[src/rtl/uart_tx_engine.sv]
// UART transmit engine: start, 5..DATA_MAX data bits LSB first, optional parity, 1 or 2 stop bits.
// Define UART_TX_PARITY_EN to build the parity generator and PARITY state; otherwise cfg_parity is ignored.
module uart_tx_engine #(
    parameter int DATA_MAX = 9,
    parameter int OVS      = 16,
    parameter int OVS_W    = 4
) (
    input  logic                clk,
    input  logic                rst,
    input  logic                tx_valid,
    output logic                tx_ready,
    input  logic [DATA_MAX-1:0] tx_data,
    input  logic [3:0]          cfg_data_bits,
    input  logic [1:0]          cfg_parity,
    input  logic                cfg_stop2,
    output logic                tx_out,
    output logic                busy,
    output logic                done
);

    typedef enum logic [2:0] {
        IDLE   = 3'd0,
        START  = 3'd1,
        DATA   = 3'd2,
        PARITY = 3'd3,
        STOP   = 3'd4
    } state_t;

    state_t              state, state_d;
    logic [OVS_W-1:0]    bit_cnt, bit_cnt_d;
    logic [3:0]          data_cnt, data_cnt_d;
    logic                stop_cnt, stop_cnt_d;
    logic [DATA_MAX-1:0] shift_reg, shift_d;
    logic [3:0]          lat_n, n_d;
    logic                lat_stop2, stop2_d;
    logic [3:0]          n_clamped;
    logic                bit_end;
    logic                last_stop;
    logic                transfer;
    logic                tx_out_d;
    logic                busy_d;
    logic                done_d;

`ifdef UART_TX_PARITY_EN
    logic par_en, par_en_d, par_bit, par_bit_d;
    logic par_en_calc, par_bit_calc;
`else
    logic unused_cfg_parity;
    assign unused_cfg_parity = ^cfg_parity;
`endif

    always_comb begin
        if (cfg_data_bits < 4'd5)
            n_clamped = 4'd5;
        else if (cfg_data_bits > 4'(DATA_MAX))
            n_clamped = 4'(DATA_MAX);
        else
            n_clamped = cfg_data_bits;
    end

`ifdef UART_TX_PARITY_EN
    // Parity covers only the bits that will actually be sent, so it is computed from the clamped length.
    always_comb begin
        par_bit_calc = 1'b0;
        for (int i = 0; i < DATA_MAX; i++)
            if (4'(i) < n_clamped)
                par_bit_calc = par_bit_calc ^ tx_data[i];
        par_bit_calc = par_bit_calc ^ (cfg_parity == 2'b10);
        par_en_calc  = (cfg_parity == 2'b01) || (cfg_parity == 2'b10);
    end
`endif

    assign bit_end   = (bit_cnt == OVS_W'(OVS - 1));
    assign last_stop = (state == STOP) && bit_end && (stop_cnt == lat_stop2);
    assign tx_ready  = !rst && ((state == IDLE) || last_stop);
    assign transfer  = tx_valid && tx_ready;

    // NOTE: every variable gets its hold value first, so no path through the case leaves one unassigned (no latch).
    always_comb begin
        state_d    = state;
        bit_cnt_d  = bit_cnt;
        data_cnt_d = data_cnt;
        stop_cnt_d = stop_cnt;
        shift_d    = shift_reg;
        n_d        = lat_n;
        stop2_d    = lat_stop2;
`ifdef UART_TX_PARITY_EN
        par_en_d   = par_en;
        par_bit_d  = par_bit;
`endif

        case (state)
            IDLE: ;
            START: begin
                if (bit_end) begin
                    state_d    = DATA;
                    bit_cnt_d  = '0;
                    data_cnt_d = '0;
                end else begin
                    bit_cnt_d = bit_cnt + OVS_W'(1);
                end
            end
            DATA: begin
                if (bit_end) begin
                    bit_cnt_d = '0;
                    shift_d   = shift_reg >> 1;
                    if (data_cnt == lat_n - 4'd1) begin
`ifdef UART_TX_PARITY_EN
                        state_d = par_en ? PARITY : STOP;
`else
                        state_d = STOP;
`endif
                        stop_cnt_d = 1'b0;
                    end else begin
                        data_cnt_d = data_cnt + 4'd1;
                    end
                end else begin
                    bit_cnt_d = bit_cnt + OVS_W'(1);
                end
            end
`ifdef UART_TX_PARITY_EN
            PARITY: begin
                if (bit_end) begin
                    state_d    = STOP;
                    bit_cnt_d  = '0;
                    stop_cnt_d = 1'b0;
                end else begin
                    bit_cnt_d = bit_cnt + OVS_W'(1);
                end
            end
`endif
            STOP: begin
                if (bit_end) begin
                    bit_cnt_d = '0;
                    if (stop_cnt == lat_stop2)
                        state_d = IDLE;
                    else
                        stop_cnt_d = 1'b1;
                end else begin
                    bit_cnt_d = bit_cnt + OVS_W'(1);
                end
            end
            default: begin
                state_d    = IDLE;
                bit_cnt_d  = '0;
                data_cnt_d = '0;
                stop_cnt_d = 1'b0;
            end
        endcase

        // A transfer on the last stop cycle overrides the return to IDLE for zero-gap frames.
        if (transfer) begin
            state_d    = START;
            bit_cnt_d  = '0;
            data_cnt_d = '0;
            stop_cnt_d = 1'b0;
            shift_d    = tx_data;
            n_d        = n_clamped;
            stop2_d    = cfg_stop2;
`ifdef UART_TX_PARITY_EN
            par_en_d   = par_en_calc;
            par_bit_d  = par_bit_calc;
`endif
        end
    end

    // Registered outputs are decoded from next-state values so they line up with the state they describe.
    always_comb begin
        case (state_d)
            START:   tx_out_d = 1'b0;
            DATA:    tx_out_d = shift_d[0];
`ifdef UART_TX_PARITY_EN
            PARITY:  tx_out_d = par_bit_d;
`endif
            default: tx_out_d = 1'b1;
        endcase
        busy_d = (state_d != IDLE);
        done_d = (state_d == STOP) && (bit_cnt_d == OVS_W'(OVS - 1)) && (stop_cnt_d == stop2_d);
    end

    // NOTE: sequential state uses non-blocking assignments so every register samples pre-edge values.
    always_ff @(posedge clk) begin
        if (rst) begin
            state     <= IDLE;
            bit_cnt   <= '0;
            data_cnt  <= '0;
            stop_cnt  <= 1'b0;
            shift_reg <= '0;
            lat_n     <= '0;
            lat_stop2 <= 1'b0;
`ifdef UART_TX_PARITY_EN
            par_en    <= 1'b0;
            par_bit   <= 1'b0;
`endif
            tx_out    <= 1'b1;
            busy      <= 1'b0;
            done      <= 1'b0;
        end else begin
            state     <= state_d;
            bit_cnt   <= bit_cnt_d;
            data_cnt  <= data_cnt_d;
            stop_cnt  <= stop_cnt_d;
            shift_reg <= shift_d;
            lat_n     <= n_d;
            lat_stop2 <= stop2_d;
`ifdef UART_TX_PARITY_EN
            par_en    <= par_en_d;
            par_bit   <= par_bit_d;
`endif
            tx_out    <= tx_out_d;
            busy      <= busy_d;
            done      <= done_d;
        end
    end

endmodule

[config.mk]
export PLATFORM = sky130hd
export DESIGN_NAME = uart_tx_engine
export DESIGN_NICKNAME = d
export VERILOG_FILES = /design/src/rtl/uart_tx_engine.sv
export SDC_FILE = /design/constraint.sdc
export NUM_CORES = 1
export LEC_CHECK = 0
export ABC_CLOCK_PERIOD_IN_PS = 2000
export BUFFER_PORTS_ARGS = -buffer_cell sky130_fd_sc_hd__buf_2
export CORE_MARGIN = 2
export CORE_UTILIZATION = 53
export CTS_BUF_LIST = sky130_fd_sc_hd__clkbuf_2 sky130_fd_sc_hd__clkbuf_4 sky130_fd_sc_hd__clkbuf_8
export DETAILED_ROUTE_END_ITERATION = 7
export PLACE_DENSITY = 0.77
export RECOVER_POWER = 50
export SKIP_CTS_REPAIR_TIMING = 1
export SLEW_MARGIN = 20
export SYNTH_ARGS = -nofsm -noshare
export SYNTH_HDL_FRONTEND = slang
export SYNTH_SLANG_ARGS = --single-unit
[constraint.sdc]
create_clock -name clk -period 2 [get_ports clk]
set_clock_uncertainty 0.05 [all_clocks]
set_input_delay 0.2 -clock clk [delete_from_list [all_inputs] [get_ports clk]]
set_output_delay 0.2 -clock clk [all_outputs]
set_load 0.02 [all_outputs]
Yosys cells after proc, flatten, opt, wreduce, memory -nomap -nowiden --
Index checks and enable logic that the tools add are counted.
Word-level totals: output and inout bits 4, memory bits (writable) 0, latch bits 0, memories kept 0, flip-flop bits (word level) 29, bits in read-only memories 0
Cells by class: equality and inequality tests 14, shift operators 0, $lt $le $gt $ge 2, bitwise logic cells 1, div/mod/pow operators 0, multiplexer cells 27, reduce and logical (&&, ||, !) cells 18, add/sub/neg operators 3, multipliers 0
Operators by type and width (number):
- 4-bit two-way mux | 7
- 9-bit two-way mux | 3
- 3-bit two-way mux | 6
- 3-bit one-hot mux with 4 select lines | 1
- 4-bit one-hot mux with 3 select lines | 1
- 4-bit by 1-bit adder with 4-bit output (second input constant) | 2
- 4-bit equality test (second input constant) | 2
- 4-bit one-hot mux with 2 select lines | 1
- 3-bit by 1-bit equality test with 1-bit output (second input constant) | 2
- 3-bit by 2-bit equality test with 1-bit output (second input constant) | 2
- 3-bit equality test (second input constant) | 2
- 1-bit logical AND | 6
- 1-bit two-way mux | 6
- 2-bit inequality test (second input constant) | 3
- 2-bit OR reduction | 3
- 4-bit equality test | 1
- 4-bit > comparator (second input constant) | 1
- 4-bit by 3-bit < comparator with 1-bit output (second input constant) | 1
- 4-bit AND reduction | 1
- 2-bit nonzero test | 2
- 4-bit by 1-bit subtractor with 4-bit output (second input constant) | 1
- 3-bit logical NOT | 1
- 1-bit one-hot mux with 3 select lines | 1
- 3-bit nonzero test | 1
- other kinds (7) | 8

Longest topological paths before layout --
depth in word-level cells 10, mapped depth 9

Least setup slack after synthesis --
OpenSTA, ideal clock, no wires.
path type reg-to-reg, start reg lat_stop2, end reg data_cnt[0], required time 1830 ps, path buffers 1, period minus slack after synthesis 1964 ps, cell stages (with the launch flop) 8, arrival 1794 ps, setup slack 36 ps, cell sequence dfxtp_1 > inv_1 > ha_1 > nand4b_1 > a2111oi_0 > or2_2 > buf_2 > nor3_1
On the way: word-level cells in the longest chain between the ends 6
RTL lines:
- from (decl) | RTL line 35 | logic lat_stop2, stop2_d;
- from (signal assigned) | RTL line 205 | lat_stop2 <= stop2_d;
- 1-bit equality test | RTL line 74 | assign last_stop = (state == STOP) && bit_end && (stop_cnt == lat_stop2);
- 1-bit logical AND | RTL line 74
- 1-bit logical OR | RTL line 75 | assign tx_ready = !rst && ((state == IDLE) || last_stop);
- 1-bit logical AND | RTL line 75
- 1-bit logical AND | RTL line 76 | assign transfer = tx_valid && tx_ready;
- 2-bit OR reduction (no line)
- to (signal assigned) | RTL line 201 | data_cnt <= data_cnt_d;
- to (decl) | RTL line 31 | logic [3:0] data_cnt, data_cnt_d;
Every way passes these cells. A chain may end at the register's enable or synchronous reset.

Worst setup path after layout --
start reg lat_stop2, end out tx_ready
On the way: word-level cells in the longest chain between the ends 4
RTL lines:
- 1-bit equality test | RTL line 74
- 1-bit logical AND | RTL line 74
- 1-bit logical OR | RTL line 75
- 1-bit logical AND | RTL line 75
- to (decl) | RTL line 11 | output logic tx_ready,
Every way passes these cells.

==> out/qor.csv <==
metric,value,unit
Yosys reg bits,29,
number of global-route vias before repair,1507,
non-filler instance count after layout,304,
relative slew slack,67.3,%
CTS buffer count,5,
HPWL Detailed,2970,um
# IOs,23,
Int Pwr,1.19,mW
cell count after placement,294,
ANT cells,0,
synthesized netlist cell count,220,
sequential power share,37.2,%
Post-Syn Nets,243,
Post-Synth XOR/XNOR Area,5.41,%
DR iter-0 viols,103,
synthesized area per cell,8.31,sq um
final wirelength,4180,um
total number of vias,1747,
DRT antenna net count,0,
Vias/cell,5.75,
CTS tree,built,
Sw Share,39.0,%
ys flop type,dfxtp_1,
worst hold path type,in -> reg,
"EDFF count, synth",0,
Clk pwr share,18.1,%
critical path type,reg -> out,
post-layout min period,2.05,ns
asr flop ratio synth,0,%
die outline area,0.00394,sq mm
GP Congestion,0.853,
final setup fails,1,
clk buf depth,2,
setup TNS,-0.0544,ns
share of cells above drive strength 1,32.2,%
max reg flops,9,
RSZ-0062 raised after global routing,yes,
routed len/inst,13.7,um
maximum fanout along the worst path,4,
H-tree depth,2,
DRC viols,0,
post-synthesis cell type count,56,
fin. max-slew vios,0,
total clock sinks,29,
largest family of logic cells by synthesized area,simple AND/OR/NAND/NOR gates,
Syn. warnings,0,
clock slew at reported path FFs,0.09,ns
Die Y,62.7,um
Comb power frac,44.8,%
Final period util,103,%
# rows,21,
Post-Synth Simple-Gate Area,25.5,%
Post-Synth Adder-Cell Area,3.29,%
crit end category,output port,
Worst-Skew Late Latency,0.34,ns
first-pass GRT wire length,6800,um
peak supply drop,0.521,mV
Compound-Gate Fraction of Synth Area,23.5,%
IO buf count,20,
Peak Freq,487,MHz
largest net degree at the start of global routing,25,
most frequent cells in the layout,"nor2_1 (26), buf_4 (26), dfxtp_1 (24), buf_2 (16)",
Worst-Margin Slew,0.487,ns
initial core utilization,54.8,%
final worst-path setup slack,-0.0544,ns
status,"complete, but fails checks",
failing checks,negative setup slack,
"Hold Vio Cnt, Final",0,
final-stage net count,280,
CTS Root Cell,clkbuf_4,
Core Area,0.00334,sq mm
Die Wd,62.7,um
CP Data Arrival Time,1.80,ns
Sw Pwr,759,uW
multiplexer area fraction after synthesis,3.42,%
"Req. time, crit path",1.75,ns
Leak,0.891,nW
total global routing track utilization,21.9,%
post-synthesis sequential area ratio,31.8,%
maxcap violations,0,
P per Cell Area,869,mW/mm^2
first drt pass iteration count,4,
initial antenna violation count,0,
crit start category,register,
grt ovf,0,
post-synthesis cell area,0.00183,sq mm
P&R area growth vs syn,22.6,%
-- metrics by stage --
step	utilization [%]	worst slack, ns	hold slack [ns]	power [mW]	instance area, sq um
global placement	62.6	0.0538	0.389	1.54	2090
global route	67.2	-0.146	0.0493	2.08	2240
detailed placement	62.6	-0.0511	0.401	1.56	2090
finish	67.2	-0.0544	0.0505	1.95	2240
CTS	64.3	-0.149	0.0365	1.91	2140
floorplan	-	0.0361	0.265	1.30	1830
-- critical path, cell delays in order, from the launching register on --
cell	delay [ns]
dfxtp_2	0.34
inv_2	0.04
ha_4	0.22
nand4b_1	0.26
buf_4	0.21
nand2_4	0.06
nand2_1	0.05
nor2_1	0.12
buf_4	0.15
-- cells by family (layout without fill, tap and decap cells) --
logic type | count (synthesis) | count (layout)
xor+xnor | 8 | 8
fa+ha+maj | 5 | 5
mux | 5 | 5
compound gates | 57 | 57
simple gates | 90 | 90
flops | 29 | 29
buf+inv | 26 | 64
-- final timing paths --
check,depth (start not counted),slack [ns],endpoint,startpoint
min,2,0.05,lat_n[2],cfg_data_bits[3]
max,8,-0.05,tx_ready,lat_stop2
min reg2reg,2,0.44,shift_reg[4],shift_reg[4]
max reg2reg,7,0.04,data_cnt[0],lat_stop2
-- power groups by stage --
| stage | clock (mW) | combinational (mW) | sequential (mW) |
|---|---|---|---|
| global placement | 0 | 0.813 | 0.731 |
| floorplan | 0 | 0.564 | 0.732 |
| detailed placement | 0 | 0.825 | 0.733 |
| finish | 0.352 | 0.872 | 0.723 |
| global route | 0.395 | 0.953 | 0.732 |
| CTS | 0.360 | 0.828 | 0.720 |
-- layout make-up --
type / count / area, sq um
Multi-Input combinational cell: 165 / 1190
Fill cell: 256 / 1100
Sequential cell: 29 / 587
Timing Repair Buffer: 47 / 318
Tap cell: 46 / 57.6
Clock buffer: 5 / 37.5
Inverter: 9 / 33.8
Clock inverter: 3 / 17.5
-- Yosys cell counts (all sizes together) (4+ instances only) --
library cell | n | area [sq um]
o21ai | 9 | 45.0
a311oi | 8 | 70.1
inv | 9 | 33.8
ha | 4 | 50.1
a21oi | 9 | 45.0
nor2 | 26 | 97.6
clkbuf | 5 | 18.8
xor2 | 5 | 43.8
and3 | 5 | 31.3
nor3 | 6 | 35.0
nand3 | 16 | 80.1
nand2 | 17 | 66.3
mux2i | 5 | 62.6
a211oi | 5 | 42.5
dfxtp | 29 | 581
buf | 12 | 77.6
-- routing by layer --
layer | track usage [%] | part of all wire [%] | routed length, um | up-vias
met1 | 28.5 | 47 | 1950 | 820
li1 | - | - | - | 878
met3 | 5.59 | 5.0 | 208 | 6
met5 | 0 | 0 | 0 | -
met4 | 8.06 | 1.6 | 68 | 0
met2 | 35.1 | 47 | 1950 | 43
(Power assumes the default switching activity.)
